==> src/rtl/pattern_scan_ctrl_if.sv <==
// Control/data bundle for pattern_scan_ctrl: scan request, frozen-at-start
// configuration, serial input and match/status outputs.
interface pattern_scan_ctrl_if #(
  parameter int PAT_W = 4,
  parameter int CNT_W = 8,
  parameter int WIN_W = 8
) ();
  logic             start;
  logic             abort;
  logic [PAT_W-1:0] cfg_pattern;
  logic             cfg_overlap;
  logic [WIN_W-1:0] cfg_window;
  logic             din;
  logic             din_valid;
  logic             busy;
  logic             match;
  logic [CNT_W-1:0] match_count;
  logic             overflow;
  logic             done;

  modport master (
    output start, abort, cfg_pattern, cfg_overlap, cfg_window, din, din_valid,
    input  busy, match, match_count, overflow, done
  );

  modport slave (
    input  start, abort, cfg_pattern, cfg_overlap, cfg_window, din, din_valid,
    output busy, match, match_count, overflow, done
  );
endinterface

==> src/rtl/pattern_scan_ctrl.sv <==
// Serial pattern scanner: counts occurrences of a PAT_W-bit pattern within a
// window of valid bits, with overlap control, saturation and abort.
module pattern_scan_ctrl #(
  parameter int PAT_W = 4,
  parameter int CNT_W = 8,
  parameter int WIN_W = 8
) (
  input logic                clk,
  input logic                reset,
  pattern_scan_ctrl_if.slave bus
);

  localparam int                FILL_W   = $clog2(PAT_W);
  localparam logic [FILL_W-1:0] FILL_MAX = FILL_W'(PAT_W - 1);

  localparam logic [1:0] S_IDLE = 2'd0;
  localparam logic [1:0] S_RUN  = 2'd1;
  localparam logic [1:0] S_DONE = 2'd2;

  logic [1:0]       state_q, state_d;
  logic [PAT_W-1:0] pat_q, pat_d;
  logic             ovl_q, ovl_d;
  logic [WIN_W-1:0] win_q, win_d;
  logic [PAT_W-2:0] hist_q, hist_d;
  logic [FILL_W-1:0] fill_q, fill_d;
  logic [WIN_W-1:0] bits_q, bits_d;
  logic [CNT_W-1:0] cnt_q, cnt_d;
  logic             ovf_q, ovf_d;

  logic             run_s;
  logic             accept_s;
  logic             hit_s;
  logic             match_s;
  logic [PAT_W-1:0] shifted_s;
  logic [WIN_W-1:0] bits_inc_s;

  // The pattern is compared against the history plus the bit on the wire, so
  // the strobe fires in the same cycle as the final pattern bit.
  assign shifted_s  = {hist_q, bus.din};
  assign hit_s      = (fill_q == FILL_MAX) && (shifted_s == pat_q);
  assign run_s      = (state_q == S_RUN);
  assign accept_s   = run_s && bus.din_valid && !bus.abort && (win_q != '0);
  assign match_s    = accept_s && hit_s;
  assign bits_inc_s = bits_q + WIN_W'(1);

  // Next-state logic for the FSM, shadow config, history and counters.
  always_comb begin
    state_d = state_q;
    pat_d   = pat_q;
    ovl_d   = ovl_q;
    win_d   = win_q;
    hist_d  = hist_q;
    fill_d  = fill_q;
    bits_d  = bits_q;
    cnt_d   = cnt_q;
    ovf_d   = ovf_q;
    case (state_q)
      S_IDLE: begin
        if (bus.start) begin
          pat_d   = bus.cfg_pattern;
          ovl_d   = bus.cfg_overlap;
          win_d   = bus.cfg_window;
          hist_d  = '0;
          fill_d  = '0;
          bits_d  = '0;
          cnt_d   = '0;
          ovf_d   = 1'b0;
          state_d = S_RUN;
        end else begin
          state_d = S_IDLE;
        end
      end
      S_RUN: begin
        if (bus.abort) begin
          state_d = S_IDLE;
        end else if (win_q == '0) begin
          state_d = S_DONE;
        end else if (bus.din_valid) begin
          hist_d = shifted_s[PAT_W-2:0];
          bits_d = bits_inc_s;
          // Non-overlapping mode restarts the fill so no bit is reused.
          if (match_s && !ovl_q) begin
            fill_d = '0;
          end else if (fill_q != FILL_MAX) begin
            fill_d = fill_q + FILL_W'(1);
          end else begin
            fill_d = fill_q;
          end
          if (match_s) begin
            if (cnt_q == '1) begin
              ovf_d = 1'b1;
            end else begin
              cnt_d = cnt_q + CNT_W'(1);
            end
          end else begin
            cnt_d = cnt_q;
          end
          if (bits_inc_s == win_q) begin
            state_d = S_DONE;
          end else begin
            state_d = S_RUN;
          end
        end else begin
          state_d = S_RUN;
        end
      end
      S_DONE: begin
        state_d = S_IDLE;
      end
      default: begin
        state_d = S_IDLE;
      end
    endcase
  end

  // State registers with asynchronous active-low reset.
  always_ff @(posedge clk or negedge reset) begin
    if (!reset) begin
      state_q <= S_IDLE;
      pat_q   <= '0;
      ovl_q   <= 1'b0;
      win_q   <= '0;
      hist_q  <= '0;
      fill_q  <= '0;
      bits_q  <= '0;
      cnt_q   <= '0;
      ovf_q   <= 1'b0;
    end else begin
      state_q <= state_d;
      pat_q   <= pat_d;
      ovl_q   <= ovl_d;
      win_q   <= win_d;
      hist_q  <= hist_d;
      fill_q  <= fill_d;
      bits_q  <= bits_d;
      cnt_q   <= cnt_d;
      ovf_q   <= ovf_d;
    end
  end

  assign bus.busy        = run_s;
  assign bus.done        = (state_q == S_DONE);
  assign bus.match       = match_s;
  assign bus.match_count = cnt_q;
  assign bus.overflow    = ovf_q;

endmodule

==> src/flat_wrapper.sv <==
// flat-port wrapper written by rule: the top's interface ports become plain ports
module pattern_scan_ctrl_flat 
#(
  parameter int PAT_W = 4,
  parameter int CNT_W = 8,
  parameter int WIN_W = 8
)
  (clk, reset, bus_start, bus_abort, bus_cfg_pattern, bus_cfg_overlap, bus_cfg_window, bus_din, bus_din_valid, bus_busy, bus_match, bus_match_count, bus_overflow, bus_done);
  pattern_scan_ctrl_if #(.PAT_W(PAT_W), .CNT_W(CNT_W), .WIN_W(WIN_W)) bus_i ();
  input logic clk;
  input logic reset;
  input wire logic [$bits(bus_i.start)-1:0] bus_start;
  input wire logic [$bits(bus_i.abort)-1:0] bus_abort;
  input wire logic [$bits(bus_i.cfg_pattern)-1:0] bus_cfg_pattern;
  input wire logic [$bits(bus_i.cfg_overlap)-1:0] bus_cfg_overlap;
  input wire logic [$bits(bus_i.cfg_window)-1:0] bus_cfg_window;
  input wire logic [$bits(bus_i.din)-1:0] bus_din;
  input wire logic [$bits(bus_i.din_valid)-1:0] bus_din_valid;
  output wire logic [$bits(bus_i.busy)-1:0] bus_busy;
  output wire logic [$bits(bus_i.match)-1:0] bus_match;
  output wire logic [$bits(bus_i.match_count)-1:0] bus_match_count;
  output wire logic [$bits(bus_i.overflow)-1:0] bus_overflow;
  output wire logic [$bits(bus_i.done)-1:0] bus_done;
  assign bus_i.start = bus_start;
  assign bus_i.abort = bus_abort;
  assign bus_i.cfg_pattern = bus_cfg_pattern;
  assign bus_i.cfg_overlap = bus_cfg_overlap;
  assign bus_i.cfg_window = bus_cfg_window;
  assign bus_i.din = bus_din;
  assign bus_i.din_valid = bus_din_valid;
  assign bus_busy = bus_i.busy;
  assign bus_match = bus_i.match;
  assign bus_match_count = bus_i.match_count;
  assign bus_overflow = bus_i.overflow;
  assign bus_done = bus_i.done;
  pattern_scan_ctrl #(.PAT_W(PAT_W), .CNT_W(CNT_W), .WIN_W(WIN_W)) u_core (.clk(clk), .reset(reset), .bus(bus_i));
endmodule
==> config.mk <==
export PLATFORM = sky130hd
export DESIGN_NAME = pattern_scan_ctrl_flat
export DESIGN_NICKNAME = d
export VERILOG_FILES = /design/src/rtl/pattern_scan_ctrl_if.sv /design/src/rtl/pattern_scan_ctrl.sv /design/src/flat_wrapper.sv
export SDC_FILE = /design/constraint.sdc
export NUM_CORES = 1
export LEC_CHECK = 0
export CORE_UTILIZATION = 40
export DETAILED_ROUTE_END_ITERATION = 10
export GPL_TIMING_DRIVEN = 1
export MAX_ROUTING_LAYER = met4
export SETUP_SLACK_MARGIN = 0.5
export SLEW_MARGIN = 20
export SYNTH_ARGS = -nofsm -noshare
export SYNTH_HDL_FRONTEND = slang
export SYNTH_SLANG_ARGS = --single-unit
==> constraint.sdc <==
create_clock -name clk -period 2.76 [get_ports clk]
set_input_delay 0.414 -clock clk [delete_from_list [all_inputs] [get_ports clk]]
set_output_delay 0.414 -clock clk [all_outputs]
set_load 0.005 [all_outputs]
==> impl_results.md, run 1 <==
- Setup violators final: 0
- IO buf count: 30
- Cells after Synth: 212
- Crit. path cell count: 6
- Post-Route WL: 4550 µm
- CP max FO: 11
- Largest stage delay, worst path: 470 ps
- Lkg Pwr: 1.18 nW
- Synth Flop Type: dfrtp_1
- Initial antenna violation count: 0
- Syn nets: 234
- Synth Area in XOR/XNOR: a little under a tenth
- Finished Layout Cells: 324
- Placed cell count: 310
- H-tree depth: 2
- Layout cells sized above 1: 14.0%
- Avg WL per Cell: 14.0 µm
- Synth Cell Area: 2000 µm²
- TritonCTS Buffers: 5
- Crit-path leading delay family: simple AND/OR/NAND/NOR gates
- Final period utilization: approximately 80%
- Startpoint types: input pin
- CP bufs+invs: 1
- Worst slew pin tran: 851 ps
- CTS sink count: 37
- Simple-Gate Fraction of Synth Area: 23.6%
- Top-count cell post-synth: nand2_1
- Worst path arrival time: 2420 ps
- Starting density of the core: 42.1%
- Yosys reg bits: 37
- Top cell type by total area after synthesis: dfrtp_1
- CP Class: input pin to flip-flop
- Max VDD drop: between 0.3 and 0.4 mV
- FF-to-FF setup slack: 650 ps
- # nets final: 278
- Setup WS pre-CTS: approximately 220 ps
- Data required time of the critical path: 2970 ps
- Main combinational cell family by area after synthesis: simple AND/OR/NAND/NOR gates
- Post-synth EDFFs: 0
- Fin Clk Skew: 4.79 ps
- Worst path cell trace: clkdlybuf4s50_1 -> or3b_1 -> a32o_2 -> or3_1 -> or3_1 -> a21oi_1
- Synth top cells by count: nand2_1, dfrtp_1, o21ai_0
- Final min period: 2210 ps
- RSZ-0062 raised after global routing: yes
- Setup ws final: 554 ps
- Die W: 72.7 µm
- Final TNS setup: 0 ps
- Initial drt markers: 65
- Largest net degree at the start of global routing: 38
- Clock slew at reported path FFs: 70 ps
- Post-synth top area share: 46.3%
- Die Area: 5290 µm²
- Detailed placement HPWL: 3130 µm
- Root buf cell: clkbuf_8
- Highest clock rate: between 400 and 500 MHz
- Total GRT Usage: 19.6%
- Boundary Pins: 31
- Critical Path End: u_core.bus.match_count[5]
- Slew HR: 43.3%
- Seq/Total Area, Yosys: 46.3%
- GPL Wtd Cong: 0.858
- Number of global-route vias before repair: roughly 1600
- Residual overflow from global routing: 0
- CTS tree: yes
- Mux share of post-synthesis cell area: less than 1%
- Ys async rst share: 100%
- # rows: 25
- Reg2Reg Depth: 5
- RR Endpoint: u_core.bus.match_count[5]
- Compound-Gate Fraction of Synth Area: between 10% and 20%
- Area of the core: around 4800 µm²
- Clk_lat worst skew: 280 ps
- DRC Markers: 0
- Worst R2R Start: u_core.state_q[0]
- Vias: 1735
- Util after Layout: about 55%
- Pwr dens: roughly 610 nW/µm²
- Top post-synthesis cells by area: dfrtp_1, nand2_1, o21ai_0
- Post-synthesis adder-cell area fraction: 1.88%
- Vias per Instance: 5.35
- Number of distinct library cells after synthesis: 45
- First-pass GRT wire length: slightly below 8000 µm
- Max stage delay cell, worst path: clkdlybuf4s50_1
- DR pass1 iterations: 4
- Syn Area/Cell: 9.44 µm²
- Synth warn: 0
- Run status: finished, final reports clean
- Chip Height: between 70 and 80 µm
- Max-cap violations: 0
- WHS: 235 ps
- Setup crit end kind: flip-flop
- Worst setup path start: bus_start
- Hold Fails Final Rpt: 0
- Most common cell on crit path: or3_1
- Final Max Slew Viols: 0
- Number of routed nets with antenna violations: 0
- N_diodes: 0
- Hold WC Path Type: input pin to asynchronous set/reset pin
- Maximum buffer depth of the clock tree: 2
- Layout area overhead: 29.8%
-- worst min path at each step --
stage	cells past startpoint	from	endpoint	slack [ps]
final	1	reset	u_core.bits_q[3]	230
after detailed placement	1	u_core.bus.overflow	u_core.bus.overflow	480
after CTS	1	reset	u_core.bits_q[2]	260
after floorplan	0	reset	u_core.bits_q[0]	120
after global placement	1	u_core.bus.overflow	u_core.bus.overflow	480
after global routing	1	reset	u_core.hist_q[2]	300
-- logic make-up after synthesis --
| group | after synthesis |
|---|---|
| AO/OA/AOI/OAI | 48 |
| XOR/XNOR | 15 |
| adder cells (fa/ha/maj) | 3 |
| buffers and inverters | 12 |
| flip-flops | 37 |
| multiplexers | 1 |
| AND/OR/NAND/NOR | 96 |
-- cell usage in the layout, fill, tap and decap left out, types with 2 or more instances in the layout --
cell type,instances
nand2_1,51
nor4_1,4
xnor2_1,5
nand3_1,8
ha_1,2
and3_1,4
buf_4,16
nor2_1,3
a22o_1,4
xnor3_1,3
nand4_1,2
nand2b_1,3
o31ai_1,4
dfrtp_1,37
or3_1,4
a21oi_1,7
nor3_1,2
a31oi_1,4
or2_2,2
or4_1,3
o21ai_0,14
a21o_1,3
inv_1,2
dlygate4sd2_1,4
clkdlybuf4s50_1,25
xor2_1,6
clkbuf_8,7
-- where the power goes --
| part | internal, mW | switching (mW) | leakage, nW |
|---|---|---|---|
| logic | 0.229 | 0.221 | 0.633 |
| registers | 0.625 | 0.0882 | 0.490 |
| clock network | 0.226 | 0.192 | 0.0542 |
| total | 1.08 | 0.502 | 1.18 |
-- layer usage --
metal | up-vias | wire [µm] | GRT usage [%] | part of all wire, %
li1 | 855 | - | - | -
met1 | 834 | 2200 | 25.8 | 48
met2 | 40 | 2140 | 31.0 | 47
met3 | 6 | 160 | 3.45 | 3.5
met4 | 0 | 49 | 5.88 | 1.1
met5 | - | 0 | - | 0
-- layout make-up --
type,instances,area (µm²)
inverter,3,11.3
clock inverter,1,5.00
clock buffer,7,96.3
fill,464,2160
timing repair buffer,46,410
tap,67,83.8
sequential,37,926
multi-input combinational,163,1060
-- through the flow --
stage	area [µm²]	total power, mW
final	2600	1.58
after global routing	2600	1.69
after CTS	2580	1.59
after detailed placement	2420	1.15
after global placement	2420	1.14
after floorplan	2000	0.983
-- registers in the layout, summed over array words and instances (netlist names) --
register,flops
u_core.bits_q,8
u_core.win_q,8
u_core.pat_q,4
u_core.hist_q,3
u_core.bus.overflow,1
u_core.fill_q,2
u_core.ovl_q,1
u_core.bus.match_count,8
u_core.state_q,2
-- what timing repair did --
item	in CTS	in global routing
hold buffers	0	0
resized for setup	8	2
endpoints found under the hold margin	0	0
setup buffers	5	1
endpoints found under the setup margin	1	4
pin swaps	3	1
cloned	0	0
(Power assumes the default switching activity.)
==> inputs of run 2 (changes only) <==
==> constraint.sdc (replaced) <==
create_clock -name clk -period 1.75 [get_ports clk]
set_input_delay 0.2625 -clock clk [delete_from_list [all_inputs] [get_ports clk]]
set_output_delay 0.2625 -clock clk [all_outputs]
set_load 0.005 [all_outputs]
==> impl_results.md, run 2 (synthesized netlist as in run 1, its figures left out) <==
- H-tree depth: 2 (unchanged)
- Failing checks: negative setup slack
- Fillcell total: 335 (-28%)
- Int Pwr: 2.25 mW (+110%)
- Worst setup path start: u_core.pat_q[3]
- Hold WC Path Type: input pin to flip-flop
- TritonCTS Buffers: 5 (unchanged)
- Vias per Instance: 5.34 (-0.36%)
- First-pass GRT wire length: 9490 µm (+24%)
- Boundary Pins: 31 (unchanged)
- CTS tree: yes
- Starting density of the core: 42.1% (unchanged)
- Die W: 72.7 µm (unchanged)
- Initial antenna violation count: 0 (unchanged)
- Startpoint types: flip-flop
- RR Endpoint: u_core.bus.match_count[6]
- Clock power frac: 23.5% (-2.9 points)
- CTS sink count: 37 (unchanged)
- Hold_sp: bus_din
- Chip Height: 72.7 µm (unchanged)
- CP Class: flip-flop to flip-flop
- Detailed placement HPWL: 3420 µm (+9.2%)
- Worst slew pin tran: 331 ps (-520 ps)
- Layout cells sized above 1: 52.1% (+38 points)
- Max-cap violations: 0 (unchanged)
- Number of routed nets with antenna violations: 0 (unchanged)
- Maximum buffer depth of the clock tree: 2 (unchanged)
- Final Max Slew Viols: 0 (unchanged)
- IO buf count: 30 (unchanged)
- FF-to-FF setup slack: -270 ps (-920 ps)
- Reg2Reg Depth: 7 (+2)
- Lkg Pwr: 1.68 nW (+43%)
- Setup crit end kind: flip-flop
- Fin Clk Skew: 10.8 ps (+6.00 ps)
- Run status: finished, violations left
- Slew HR: 77.7% (+34 points)
- Root buf cell: clkbuf_8
- DRC Markers: 0 (unchanged)
- Clk_lat worst skew: 300 ps (+20 ps)
- Residual overflow from global routing: 0 (unchanged)
- Max VDD drop: 0.587 mV (+93%)
- Final min period: 2020 ps
- Vias: 2097 (+21%)
- Setup ws final: -272 ps (-826 ps)
- Final period utilization: 116%
- Commonest non-fill, non-tap cells in the layout: buf_4, buf_6, dfrtp_1
- Layout area overhead: 79.8%
- Commonest non-fill, non-tap cell in the layout: buf_4
- Clock slew at reported path FFs: 80 ps (about the same)
- Switching pwr: 1.07 mW (+110%)
- RSZ-0062 raised after global routing: yes
- Hold depth: 2
- Placed cell count: 344 (+11%)
- # nets final: 347 (+25%)
- Sw frac: 32.3% (+0.58 points)
- Highest clock rate: 495 MHz
- Largest net degree at the start of global routing: 38 (unchanged)
- Data required time of the critical path: 1980 ps (-990 ps)
- Setup WS pre-CTS: -477 ps (-693 ps)
- N_diodes: 0 (unchanged)
- Critical Path End: u_core.bus.match_count[6]
- Worst path arrival time: 2250 ps (-170 ps)
- # rows: 25 (unchanged)
- Pwr dens: 924 nW/µm² (+52%)
- DR pass1 iterations: 4 (unchanged)
- Setup violators final: 20 (+20)
- Number of global-route vias before repair: 2001 (+22%)
- Worst R2R Start: u_core.pat_q[3]
- Combinational share of power: 42.8% (+14 points)
- Finished Layout Cells: 393 (+21%)
- Hold Fails Final Rpt: 0 (unchanged)
- CP max FO: 6 (-5)
- Initial drt markers: 97 (+49%)
- Area of the core: 4750 µm² (unchanged)
- Seq pwr share: 33.7% (-11 points)
- GPL Wtd Cong: 0.796 (-7.3%)
- Avg WL per Cell: 16.1 µm (+15%)
- Post-Route WL: 6330 µm (+39%)
- Total GRT Usage: 24.6% (+5.0 points)
- Die Area: 5290 µm² (unchanged)
-- run 2: cell types whose count changed in the layout (fill, tap and decap cells not counted), sizes merged --
cell | before | now
buf | 17 | 94
clkdlybuf4s50 | 25 | 14
bufinv | 0 | 1
clkbuf | 7 | 8
clkdlybuf4s15 | 0 | 1
clkinv | 1 | 0
dlygate4sd3 | 0 | 1
-- run 2: cell type report --
type | count | area (µm²) | share of cell area [%]
timing repair buffer | 115 | 1090 | 30.4
inverter | 3 | 11.3 | 0.313
clock buffer | 7 | 86.3 | 2.40
clock inverter | 1 | 30.0 | 0.835
multi-input combinational | 163 | 1360 | 37.9
sequential | 37 | 928 | 25.8
tap | 67 | 83.8 | 2.33
-- run 2: layer usage --
layer | part of all wire, % | up-vias | wire (µm) | global-route usage [%]
met5 | 0 | - | 0 | -
met4 | 0.92 | 0 | 58 | 8.71
met3 | 4.2 | 6 | 265 | 5.39
met2 | 53 | 64 | 3350 | 38.8
met1 | 42 | 1040 | 2660 | 31.1
li1 | - | 987 | - | -
-- run 2: metrics by stage --
stage	total power, mW	area (µm²)	setup TNS (ps)	hold WS, ps	utilization [%]
final	3.32	3600	-2600	380	75.7
after global routing	3.50	3600	-3760	384	75.7
after CTS	3.03	3240	-2200	380	68.2
after detailed placement	2.01	2740	-5460	243	57.6
after global placement	1.99	2740	-5190	246	57.6
after floorplan	1.62	2070	-657	-33.1	-
-- run 2: timing repair --
action	CTS	global route
hold buffers	1	0
endpoints found under the hold margin	37	0
endpoints found under the setup margin	49	47
pin swaps	31	23
setup buffers	22	15
resized for setup	123	55
cloned	2	1
-- run 2: worst min-delay path by stage --
| stage | to | slack (ps) |
|---|---|---|
| after floorplan | u_core.bits_q[0] | -30 |
| after global placement | u_core.bits_q[4] | 250 |
| after detailed placement | u_core.win_q[4] | 240 |
| after CTS | u_core.hist_q[0] | 380 |
| after global routing | u_core.hist_q[0] | 380 |
| final | u_core.hist_q[0] | 380 |
-- run 2: critical path, stage by stage, from the launching register on --
cell,delay (ps)
dfrtp_1,390
xor2_1,170
nor4_2,310
buf_4,170
a41oi_2,130
buf_6,170
or4_4,470
a21oi_2,150
-- run 2: power by group through the flow --
stage                     Sequential, mW  Clock (mW)  Combinational [mW]
final                               1.12       0.783                1.42
after global routing                1.14       0.840                1.52
after CTS                           1.11       0.791                1.13
after detailed placement            1.12           0               0.884
after global placement              1.12           0               0.873
after floorplan                     1.13           0               0.497
==> RTL change: new RTL, config.mk and constraints of run 2 <==
`CNT_W` is set to 8 in 3 places; all go to 9.
--- a/src/rtl/pattern_scan_ctrl_if.sv
+++ b/src/rtl/pattern_scan_ctrl_if.sv
@@ -4,3 +4,3 @@
   parameter int PAT_W = 4,
-  parameter int CNT_W = 8,
+  parameter int CNT_W = 9,
   parameter int WIN_W = 8
--- a/src/rtl/pattern_scan_ctrl.sv
+++ b/src/rtl/pattern_scan_ctrl.sv
@@ -4,3 +4,3 @@
   parameter int PAT_W = 4,
-  parameter int CNT_W = 8,
+  parameter int CNT_W = 9,
   parameter int WIN_W = 8
--- a/src/flat_wrapper.sv
+++ b/src/flat_wrapper.sv
@@ -4,3 +4,3 @@
   parameter int PAT_W = 4,
-  parameter int CNT_W = 8,
+  parameter int CNT_W = 9,
   parameter int WIN_W = 8
Interface: changed (resized bus_match_count); port bits go from 31 to 32. The function was not compared with the original's and may differ.
==> RTL change against run 2 <==
The run still ends with setup timing left; synthesized cell count grew 2.4%; utilization is 0.26 points higher; cell count increased by 4.1%; sequential cell count up 1; die area is 1.5% higher; routed wire length grew 9.4%; final area increased by 1.7%; setup slack got worse by 0.047 ns; clock power grew 19%; area after synthesis increased by 1.5%; highest routed layer unchanged; total power increased by 7.5%.
==> RTL change: results (changes against run 2) <==
GR Util met2 -> 0.398 (+0.00978)
placed cell area -> 2900 sq um (+5.9%)
R2R cell count -> 9 (+2)
Final GP Congestion -> 0.919 (+15%)
critical path launch point -> u_core.bus.match_count[0]
Max stage delay cell, worst path -> or4_1
peak fanout along the critical path -> 7 (+1)
Cells after DPL -> 367 (+6.7%)
post-synthesis net count -> 240 (+2.6%)
yosys warns -> 0 (unchanged)
max FFs per register -> 9
worst clock skew -> 0.00466 ns (-0.00613 ns)
drt initial violations -> 147 (+52%)
type of the worst min-delay path -> primary input to asynchronous set/reset pin
peak supply drop -> 797 uV (+36%)
layout cell share with drive strength beyond 1 -> 0.488 (-0.0332)
PortBufs -> 31 (+3.3%)
top post-synthesis cells by area -> dfrtp_1 47%, nand2_1 8.9%, xnor2_1 3.5%, xor2_1 3.5%, nand3_1 3.0%
initial antenna violation count -> 0 (unchanged)
clk buf depth -> 2 (unchanged)
register area share after synthesis -> 0.468 (+0.00548)
clock buffer count from CTS -> 5 (unchanged)
vias in the first global route -> 1,973 (-1.4%)
GRT Resource Usage Total -> 0.254 (+0.00850)
Setup Viol. Count Final -> 26 (+30%)
Detailed Place HPWL -> 3980 um (+16%)
status -> complete, but fails checks
failing checks -> setup timing
final WL -> 6930 um (+9.4%)
GR Util met3 -> 0.0508 (-0.00311)
met1 Resource Use GR -> 0.334 (+0.0232)
Root Buffer -> clkbuf_8
synth cell count leaders -> 48 x nand2_1, 38 x dfrtp_1, 12 x nand3_1, 12 x nor2_1, 12 x o21ai_0
via/cell ratio -> 5.25 (-1.7%)
n_diodes -> 0 (unchanged)
first-pass GRT wire length -> 9650 um (+1.6%)
dpl ws -> -0.513 ns (-0.0355 ns)
LEAKAGE -> 1.75 nW (+3.8%)
via count -> 2,146 (+2.3%)
Crit path max-delay family -> simple AND/OR/NAND/NOR gates
measured slew at the worst slew-check pin -> 0.477 ns (+0.146 ns)
fraction of registers with async set/reset -> 1.00 (unchanged)
post-layout net count -> 364 (+4.9%)
fin worst setup slack -> -0.319 ns (-0.0469 ns)
Mapped Cells -> 217 (+2.4%)
Largest stage delay, worst path -> 0.54 ns (+0.07 ns)
largest net degree at the start of global routing -> 21 (-45%)
worst flop-to-flop path endpoint -> u_core.bus.match_count[5]
H-tree Lvls -> 2 (unchanged)
crit path DAT -> 2.30 ns (+0.05 ns)
==> RTL change: layer usage <==
metal / vias to the layer above / part of all wire / routed length (um)
met4: 0 / 0.016 / 109
met2: 78 / 0.50 / 3440
met1: 1038 / 0.45 / 3090
met3: 16 / 0.042 / 294
li1: 1014 / - / -
met5: - / 0 / 0
==> RTL change: cell type report <==
class / count / area (sq um)
sequential: 38 / 951
timing repair buffer: 126 / 1200
clock inverter: 2 / 60.1
multi-input combinational: 166 / 1260
inverter: 4 / 15.0
tap: 67 / 83.8
clock buffer: 6 / 82.6
fill: 345 / 1160
==> RTL change: worst max path at each step <==
stage / end / slack, ns / depth (start not counted)
floorplan: u_core.bus.match_count[3] / -0.21 / 10
global placement: bus_match / -0.45 / 5
detailed placement: u_core.bus.match_count[5] / -0.51 / 6
CTS: bus_match / -0.29 / 4
global route: u_core.bus.match_count[5] / -0.39 / 9
finish: u_core.bus.match_count[5] / -0.32 / 9
==> RTL change: stage by stage <==
| step | setup TNS, ns | power (W) | hold slack, ns | utilization |
|---|---|---|---|---|
| floorplan | -1.21 | 0.00174 | -0.0331 | - |
| global placement | -5.72 | 0.00221 | 0.243 | 0.602 |
| detailed placement | -6.62 | 0.00223 | 0.239 | 0.602 |
| CTS | -4.90 | 0.00335 | 0.457 | 0.704 |
| global route | -7.09 | 0.00374 | 0.479 | 0.759 |
| finish | -5.45 | 0.00357 | 0.456 | 0.759 |
==> RTL change: worst register-to-register path: cells and delay by family, from the launching register on <==
family                     cells  cell delay, ns
AOI/OAI and AO/OA              1            0.13
adders and majority gates      2            0.38
and+or+nand+nor                6            1.09
DFF                            1            0.41
==> RTL change: what timing repair did <==
item | in CTS | in global routing
cloned | 2 | 0
buffers inserted | 18 | 13
hold buffers | 1 | 0
hold endpoints to repair | 18 | 0
setup endpoints to repair | 50 | 48
pin swaps | 14 | 22
gates resized for setup | 109 | 38
==> RTL change: cell families after synthesis <==
logic type	share of synthesized area
fa+ha+maj	0.0246
flops	0.468
buf+inv	0.0333
compound gates	0.142
xor+xnor	0.0690
mux	0.00554
simple gates	0.258
==> RTL change: power by group <==
part           switching, W  leakage [nW]  internal (W)
Clock              0.000326        0.0714      0.000608
Sequential         0.000104         0.504       0.00103
Combinational      0.000680          1.17      0.000823
Total               0.00111          1.75       0.00246
